File: src/rtl/regfile_pkg.sv
// Shared definitions for the clearable multi-read-port register file:
// sweep FSM encoding, read-port limit and depth helper.
package regfile_pkg;

  typedef enum logic {
    CLEAR = 1'b0,
    IDLE  = 1'b1
  } rf_state_e;

  localparam int NUM_RD_MAX = 4;

  function automatic int depth_of(input int a_width);
    return 1 << a_width;
  endfunction

endpackage

File: src/rtl/regfile_clr_seq.sv
// Clear-sweep sequencer: walks every address once after reset or a clr pulse,
// restarting from address 0 whenever clr is seen.
module regfile_clr_seq
  import regfile_pkg::*;
#(
  parameter int A_WIDTH = 4
) (
  input  logic               clk,
  input  logic               rst_n,
  input  logic               clr,
  output logic               busy,
  output logic               sweep_we,
  output logic [A_WIDTH-1:0] sweep_addr,
  output rf_state_e          state_dbg
);

  localparam logic [A_WIDTH-1:0] LAST_ADDR = '1;

  rf_state_e          state_q, state_d;
  logic [A_WIDTH-1:0] ptr_q, ptr_d;
  logic               busy_q, busy_d;

  always_comb begin
    state_d = state_q;
    ptr_d   = ptr_q;
    case (state_q)
      CLEAR: begin
        if (clr) begin
          ptr_d = '0;
        end else if (ptr_q == LAST_ADDR) begin
          state_d = IDLE;
          ptr_d   = '0;
        end else begin
          ptr_d = ptr_q + 1'b1;
        end
      end
      IDLE: begin
        if (clr) begin
          state_d = CLEAR;
          ptr_d   = '0;
        end
      end
      default: begin
        state_d = CLEAR;
        ptr_d   = '0;
      end
    endcase
    // busy is registered so it tracks the state the flops are about to hold
    busy_d = (state_d == CLEAR);
  end

  always_ff @(posedge clk or negedge rst_n) begin
    if (!rst_n) begin
      state_q <= CLEAR;
      ptr_q   <= '0;
      busy_q  <= 1'b1;
    end else begin
      state_q <= state_d;
      ptr_q   <= ptr_d;
      busy_q  <= busy_d;
    end
  end

  assign busy       = busy_q;
  assign sweep_we   = (state_q == CLEAR);
  assign sweep_addr = ptr_q;
  assign state_dbg  = state_q;

endmodule

File: src/rtl/regfile_mp_clr.sv
// Register file with one write port, NUM_RD read ports, a hardware clear sweep,
// selectable write-first/read-first bypass and optional registered reads.
module regfile_mp_clr
  import regfile_pkg::*;
#(
  parameter int                  D_WIDTH  = 8,
  parameter int                  A_WIDTH  = 4,
  parameter int                  NUM_RD   = 2,
  parameter int                  RD_REG   = 0,
  parameter int                  BYPASS   = 1,
  parameter logic [D_WIDTH-1:0]  INIT_VAL = '0
) (
  input  logic                        clk,
  input  logic                        rst_n,
  input  logic                        clr,
  output logic                        busy,
  input  logic                        wren,
  input  logic [A_WIDTH-1:0]          waddr,
  input  logic [D_WIDTH-1:0]          wdata,
  output logic                        wr_drop,
  input  logic [NUM_RD*A_WIDTH-1:0]   raddr,
  output logic [NUM_RD*D_WIDTH-1:0]   rdata
);

  localparam int DEPTH = depth_of(A_WIDTH);

  if (NUM_RD < 1 || NUM_RD > NUM_RD_MAX) begin : g_bad_num_rd
    $error("regfile_mp_clr: NUM_RD=%0d outside 1..%0d", NUM_RD, NUM_RD_MAX);
  end

  logic               sweep_we;
  logic [A_WIDTH-1:0] sweep_addr;
  rf_state_e          seq_state;

  regfile_clr_seq #(
    .A_WIDTH (A_WIDTH)
  ) u_clr_seq (
    .clk        (clk),
    .rst_n      (rst_n),
    .clr        (clr),
    .busy       (busy),
    .sweep_we   (sweep_we),
    .sweep_addr (sweep_addr),
    .state_dbg  (seq_state)
  );

  // A user write only lands in IDLE and never alongside a clr request
  logic user_we;
  assign user_we = (seq_state == IDLE) && wren && !clr;

  logic               we_d;
  logic [A_WIDTH-1:0] wa_d;
  logic [D_WIDTH-1:0] wd_d;
  logic               wr_drop_q, wr_drop_d;

  always_comb begin
    we_d      = user_we;
    wa_d      = waddr;
    wd_d      = wdata;
    wr_drop_d = wren && ((seq_state == CLEAR) || clr);
    if (sweep_we) begin
      we_d = 1'b1;
      wa_d = sweep_addr;
      wd_d = INIT_VAL;
    end
  end

  logic [D_WIDTH-1:0] mem_q [DEPTH];

  always_ff @(posedge clk) begin
    if (we_d) begin
      mem_q[wa_d] <= wd_d;
    end
  end

  always_ff @(posedge clk or negedge rst_n) begin
    if (!rst_n) begin
      wr_drop_q <= 1'b0;
    end else begin
      wr_drop_q <= wr_drop_d;
    end
  end

  assign wr_drop = wr_drop_q;

  for (genvar i = 0; i < NUM_RD; i++) begin : g_rd
    logic [A_WIDTH-1:0] rd_addr;
    logic [D_WIDTH-1:0] sel_d;

    assign rd_addr = raddr[i*A_WIDTH +: A_WIDTH];

    // Array contents are undefined until the sweep finishes, so mask them while busy
    always_comb begin
      sel_d = mem_q[rd_addr];
      if (busy) begin
        sel_d = INIT_VAL;
      end else if ((BYPASS != 0) && user_we && (rd_addr == waddr)) begin
        sel_d = wdata;
      end
    end

    if (RD_REG != 0) begin : g_reg
      logic [D_WIDTH-1:0] rd_q;
      always_ff @(posedge clk or negedge rst_n) begin
        if (!rst_n) begin
          rd_q <= '0;
        end else begin
          rd_q <= sel_d;
        end
      end
      assign rdata[i*D_WIDTH +: D_WIDTH] = rd_q;
    end else begin : g_comb
      assign rdata[i*D_WIDTH +: D_WIDTH] = sel_d;
    end
  end

endmodule

File: config.mk
export PLATFORM = sky130hd
export DESIGN_NAME = regfile_mp_clr
export DESIGN_NICKNAME = d
export VERILOG_FILES = /design/src/rtl/regfile_pkg.sv /design/src/rtl/regfile_clr_seq.sv /design/src/rtl/regfile_mp_clr.sv
export SDC_FILE = /design/constraint.sdc
export NUM_CORES = 1
export LEC_CHECK = 0
export BUFFER_PORTS_ARGS = -buffer_cell sky130_fd_sc_hd__buf_2
export CORE_MARGIN = 4
export CORE_UTILIZATION = 55
export CTS_CLUSTER_DIAMETER = 120
export DETAILED_ROUTE_END_ITERATION = 8
export GPL_TIMING_DRIVEN = 0
export PLACE_DENSITY = 0.76
export SLEW_MARGIN = 40
export SYNTH_ARGS = -nofsm -noshare
export SYNTH_HDL_FRONTEND = slang
export SYNTH_HIERARCHICAL = 1
export SYNTH_SLANG_ARGS = --single-unit
File: constraint.sdc
create_clock -name clk -period 1.99 [get_ports clk]
set_clock_uncertainty 0.05 [all_clocks]
set_input_delay 0.0995 -clock clk [delete_from_list [all_inputs] [get_ports clk]]
set_output_delay 0.0995 -clock clk [all_outputs]
set_load 0.05 [all_outputs]
# [After elaboration in Yosys (flattened, before gate mapping)]
# Memories as Yosys holds them, arrays and structs flattened.
# Index checks and enable logic that the tools add are counted.
[totals] regBits=7 mem_bits_rw=128 out_inout_bits=18 inputBits=24 memories=1 elab_cells=36
[mem_list] memory="mem_q" depth=16 width=8 read_ports=2 rd_ports_with_merged_regs=0 write_ports=1 line_no="regfile_mp_clr.sv:68" source="logic [D_WIDTH-1:0] mem_q [DEPTH];"
[op_classes] add_sub_neg=1 muxes=17 bitwise=2 reduce_logical=7 eq_ne=4
[op_table] op="8-bit two-way mux" count=5
[op_table] op="4-bit two-way mux" count=4
[op_table] op="4-bit == test" count=2
[op_table] op="4-bit case mux with 2 select lines" count=1
[op_table] op="1-bit two-way mux" count=6
[op_table] op="1-bit logical AND" count=5
[op_table] op="4-bit by 1-bit adder with 4-bit output, second input constant" count=1
[op_table] op="4-bit == test, second input constant" count=1
[op_table] op="2-bit != test, second input constant" count=1
[op_table] op="1-bit inverter" count=2
[op_table] op="1-bit case mux with 2 select lines" count=1
[op_table] op="1-bit zero test" count=1
[op_table] op="1-bit logical OR" count=1

# [Depth between registers and ports, before layout]
[logic_depth] ltp_word=5 mapped_depth=6 ltp_nobuf=4

# [Cells and area by module]
# Netlist, hierarchy kept.
[modules_own_cells] module="regfile_mp_clr" area_each_um2=6472.5 cells_each=359 n_inst=1 seq_area_each_um2=3868.7
[modules_own_cells] module="regfile_clr_seq" area_each_um2=267.8 cells_each=24 n_inst=1 seq_area_each_um2=151.4

# [Worst setup path before layout]
# OpenSTA, ideal clock, no wires.
[synth_timing] path_type="reg-to-reg" from="register u_clr_seq.state_q (netlist: u_clr_seq/state_dbg)" to="memory mem_q[1][0], enable pin" path_buffers=2 t_arrival_ns=1.772 path_stages_with_launch=7 setup_time_ns=0.370 required_ns=1.570 path_slack_ns=-0.202 period_less_slack_ns=2.192 path_cell_list="dfrtp_1 -> and3b_1 -> clkbuf_1 -> clkbuf_1 -> nor4b_1 -> a21oi_1 -> nor2_1"
[synth_between] elab_chain_cells=5 elab_cells_between_ends=6 cone_classes="mux: 4; reduce/logical: 2"
[synth_lines] item="start, declared" line_no="regfile_clr_seq.sv:19" source="rf_state_e state_q, state_d;"
[synth_lines] item="start signal, assigned" line_no="regfile_clr_seq.sv:58" source="state_q <= state_d;"
[synth_lines] item="1-bit logical AND (2 in a row)" line_no="regfile_mp_clr.sv:49" source="assign user_we = (seq_state == IDLE) && wren && !clr;"
[synth_lines] item="1-bit two-way mux" line_no="regfile_mp_clr.sv:61" source="if (sweep_we) begin"
[synth_lines] item="1-bit two-way mux" line_no="regfile_mp_clr.sv:71" source="if (we_d) begin"
[synth_lines] item="1-bit two-way mux (implied by the code)" line_no="regfile_mp_clr.sv:72" source="mem_q[wa_d] <= wd_d;"
[synth_lines] item="end, declared" line_no="regfile_mp_clr.sv:68"
# Several ways; a longest one is shown, not always the timed one.

==> run metrics <==
IO Port Bufs 36; Final Hold Fails 0; Int Power 5.42 mW; worst-path cell chain mux4_2 > a22oi_2 > nand2_1 > a22o_1 > buf_6; Starting Density 56.1%; power share of the sequential group 45.6%; Hold Path Class input pin to async pin; antenna cells 0; vias per inst 7.19; Setup WS post-layout -218 ps; DRC viols 0; Clock Sinks 135; Placed Area 0.00715 mm^2; CP Class register to primary output; fill count 701; largest net degree at the start of global routing 17; R2R Path End mem_q[8][2]; initial drt markers 561; initial antenna violation count 0; core area 0.0120 mm^2; first-pass GRT wire length 27500 um; post-synth top area cell edfxtp_1; Seq/Total Area, Yosys 59.6%; final wirelength 18200 um; total number of vias 4464; CP startpoint kind register; Area Growth Syn to Fin 28.0%; Data arrival, critical path 2060 ps; Worst path slowest cell mux4_2; Mapped Area 0.00674 mm^2; Worst path max stage delay 540 ps; buffer depth of the longest clock path 2; Logic pwr share 10.1%; CTS H-tree lvls 4; die width 119 um; Wirelength per Cell 29.3 um; Placement Setup Slack -683 ps; peak fanout along the critical path 2; Global Route Usage Sum 26.9%; met3 WL 2020 um; dpl cells 566; Clock Pin Slew Worst Setup and Hold Paths 60 ps; clock tree root driver cell clkbuf_16; yosys warns 6; Slew Limit Fails 0; post-synthesis async set-or-reset flop share 5.19%; M1 WL 6380 um; fin crit share 111%; CP endpoint kind primary output; number of synthesized flops with an enable pin 128; R2R Path Start u_clr_seq/state_dbg; met2 wire len 8980 um; Tmin final 2210 ps; final setup fails 16; ANT nets after route 0; FP Rows 40; Worst R2R Path Depth 5; Switch Pwr 1.56 mW; Syn Inst Count 383; Synth Flop Type edfxtp_1; clock share of power 44.3%; post-synth net total 408; Finished Cell Area 0.00863 mm^2; share of layout cells above drive strength 1 51.5%; Synth top area share 57.0%; Peak VDD IR 798 uV; # IOs 42; status finished with violations; non-filler cells, final 621; P_leak 2.97 nW; highest metal used met4; sw frac 22.4%; DRT Pass-1 Iters 5; die height 119 um; Area contributors post-synth edfxtp_1 (57%), mux4_2 (15%), mux4_1 (7.4%), a22oi_1 (3.6%), dfrtp_1 (2.2%); violated checks setup timing; Max Clock Freq 0.453 GHz; GPL Wtd Cong 0.925; pwr dens 809 mW/mm^2; vias in the first global route 4509; synthesized area per cell 17.6 um^2; Pwr Total 6.98 mW; most frequent cells after synthesis edfxtp_1 (128), mux4_2 (45), a22oi_1 (32); Overflow after GRT 0; Layout Nets 487; flops & latches, synth 135; RSZ-0062 raised after global routing yes; synth unique cells 44; die area 0.0141 mm^2; most common cell in the netlist edfxtp_1; Max-cap violations 0; Worst Tran Pin Value 967 ps; Final HPWL DP 11400 um; Num CTS Buffers 17; Clk Latency, worst-skew pair 420 ps; CP required 1840 ps; reg-to-reg slack, setup 0 ps; Slew headroom 35.3%; TritonCTS clock tree yes
## cell type report
class                           count  area, um^2  share of cell area (%)
Clock buffer                       17         425                    4.93
Sequential cell                   135        4020                    46.6
Buffer                             28         231                    2.68
Tap cell                          147         184                    2.13
Multi-Input combinational cell    213        2900                    33.6
Timing Repair Buffer               62         683                    7.92
Inverter                            5        22.5                   0.261
Clock inverter                     14         160                    1.86
## how the worst max path moves through the flow
stage | start | to | cells after the start
final | mem_q[9][6] | rdata[6] | 5
after global placement | u_clr_seq/state_dbg | mem_q[4][5] | 4
after CTS | mem_q[8][1] | rdata[1] | 5
after floorplan | u_clr_seq/state_dbg | mem_q[0][0] | 6
after detailed placement | u_clr_seq/state_dbg | mem_q[4][5] | 4
after global routing | mem_q[8][7] | rdata[7] | 5
## flip-flops by register name (all words and copies together) (netlist names)
signal / flops
mem_q: 128
u_clr_seq/busy: 1
u_clr_seq/state_dbg: 1
u_clr_seq/sweep_addr: 4
wr_drop: 1
## worst max-delay path: cells and delay by family (launching register included)
kind	cells	cell delay, ps
DFF	1	410
muxes	1	540
AOI/OAI and AO/OA	2	430
buffers and inverters	1	150
and+or+nand+nor	1	100
## per-layer routing
metal	global-route usage, %	vias up
li1	-	1773
met1	34.5	2271
met3	8.37	62
met4	11.9	0
met2	42.3	358
met5	0	-
## power groups by stage
stage / sequential (mW) / combinational (mW) / clock (mW)
after floorplan: 3.23 / 0.375 / 0
after global placement: 3.23 / 0.525 / 0
after detailed placement: 3.23 / 0.534 / 0
after CTS: 3.18 / 0.659 / 3.12
after global routing: 3.19 / 0.741 / 3.26
final: 3.18 / 0.707 / 3.09
## per-stage QoR
| stage | hold WS (ps) | setup TNS [ps] | util (%) |
|---|---|---|---|
| after floorplan | -246 | -117 | - |
| after global placement | -116 | -77370 | 59.3 |
| after detailed placement | -111 | -70870 | 59.5 |
| after CTS | 79.8 | -2520 | 70.8 |
| after global routing | 114 | -3900 | 71.8 |
| final | 106 | -2230 | 71.8 |
## cell families (layout without fill, tap and decap cells)
family / after synthesis / count (layout) / synth area share, %
flip-flops: 135 / 135 / 59.6
AO/OA/AOI/OAI: 70 / 70 / 7.96
AND/OR/NAND/NOR: 68 / 68 / 5.35
multiplexers: 65 / 65 / 22.6
buffers and inverters: 35 / 126 / 3.10
XOR/XNOR: 9 / 9 / 1.17
adder cells (fa/ha/maj): 1 / 1 / 0.186
## layout by cell type, fill, tap and decap left out, types with 2 or more instances in the layout
cell / netlist / final
edfxtp_1: 128 / 128
mux4_2: 45 / 60
buf_2: 6 / 27
a22oi_2: 0 / 23
buf_6: 4 / 20
clkbuf_16: 0 / 19
buf_12: 2 / 17
nor2_4: 0 / 16
nand2_1: 13 / 13
a22oi_1: 32 / 9
a21o_1: 9 / 9
nor2_1: 25 / 8
xor2_1: 8 / 8
a22o_1: 8 / 8
a221oi_2: 0 / 8
buf_4: 1 / 7
nor2b_2: 0 / 7
clkinvlp_4: 0 / 6
dlygate4sd3_1: 0 / 5
dfrtp_1: 6 / 5
clkbuf_2: 3 / 4
nor2b_1: 12 / 4
buf_1: 6 / 4
mux4_1: 19 / 4
inv_1: 5 / 4
clkinv_2: 0 / 4
a21oi_4: 0 / 3
clkbuf_1: 8 / 3
bufinv_16: 0 / 3
and2_1: 2 / 2
and3b_2: 0 / 2
a31oi_4: 0 / 2
nand3_1: 2 / 2
o32a_4: 0 / 2
## timing repair
item	in CTS	in global routing
endpoints found under the hold margin	14	0
setup buffers	18	2
endpoints found under the setup margin	160	144
gates cloned	1	0
pin swaps	49	9
resized for setup	120	24
hold buffers	5	0
Power figures use the tool's default switching activity.
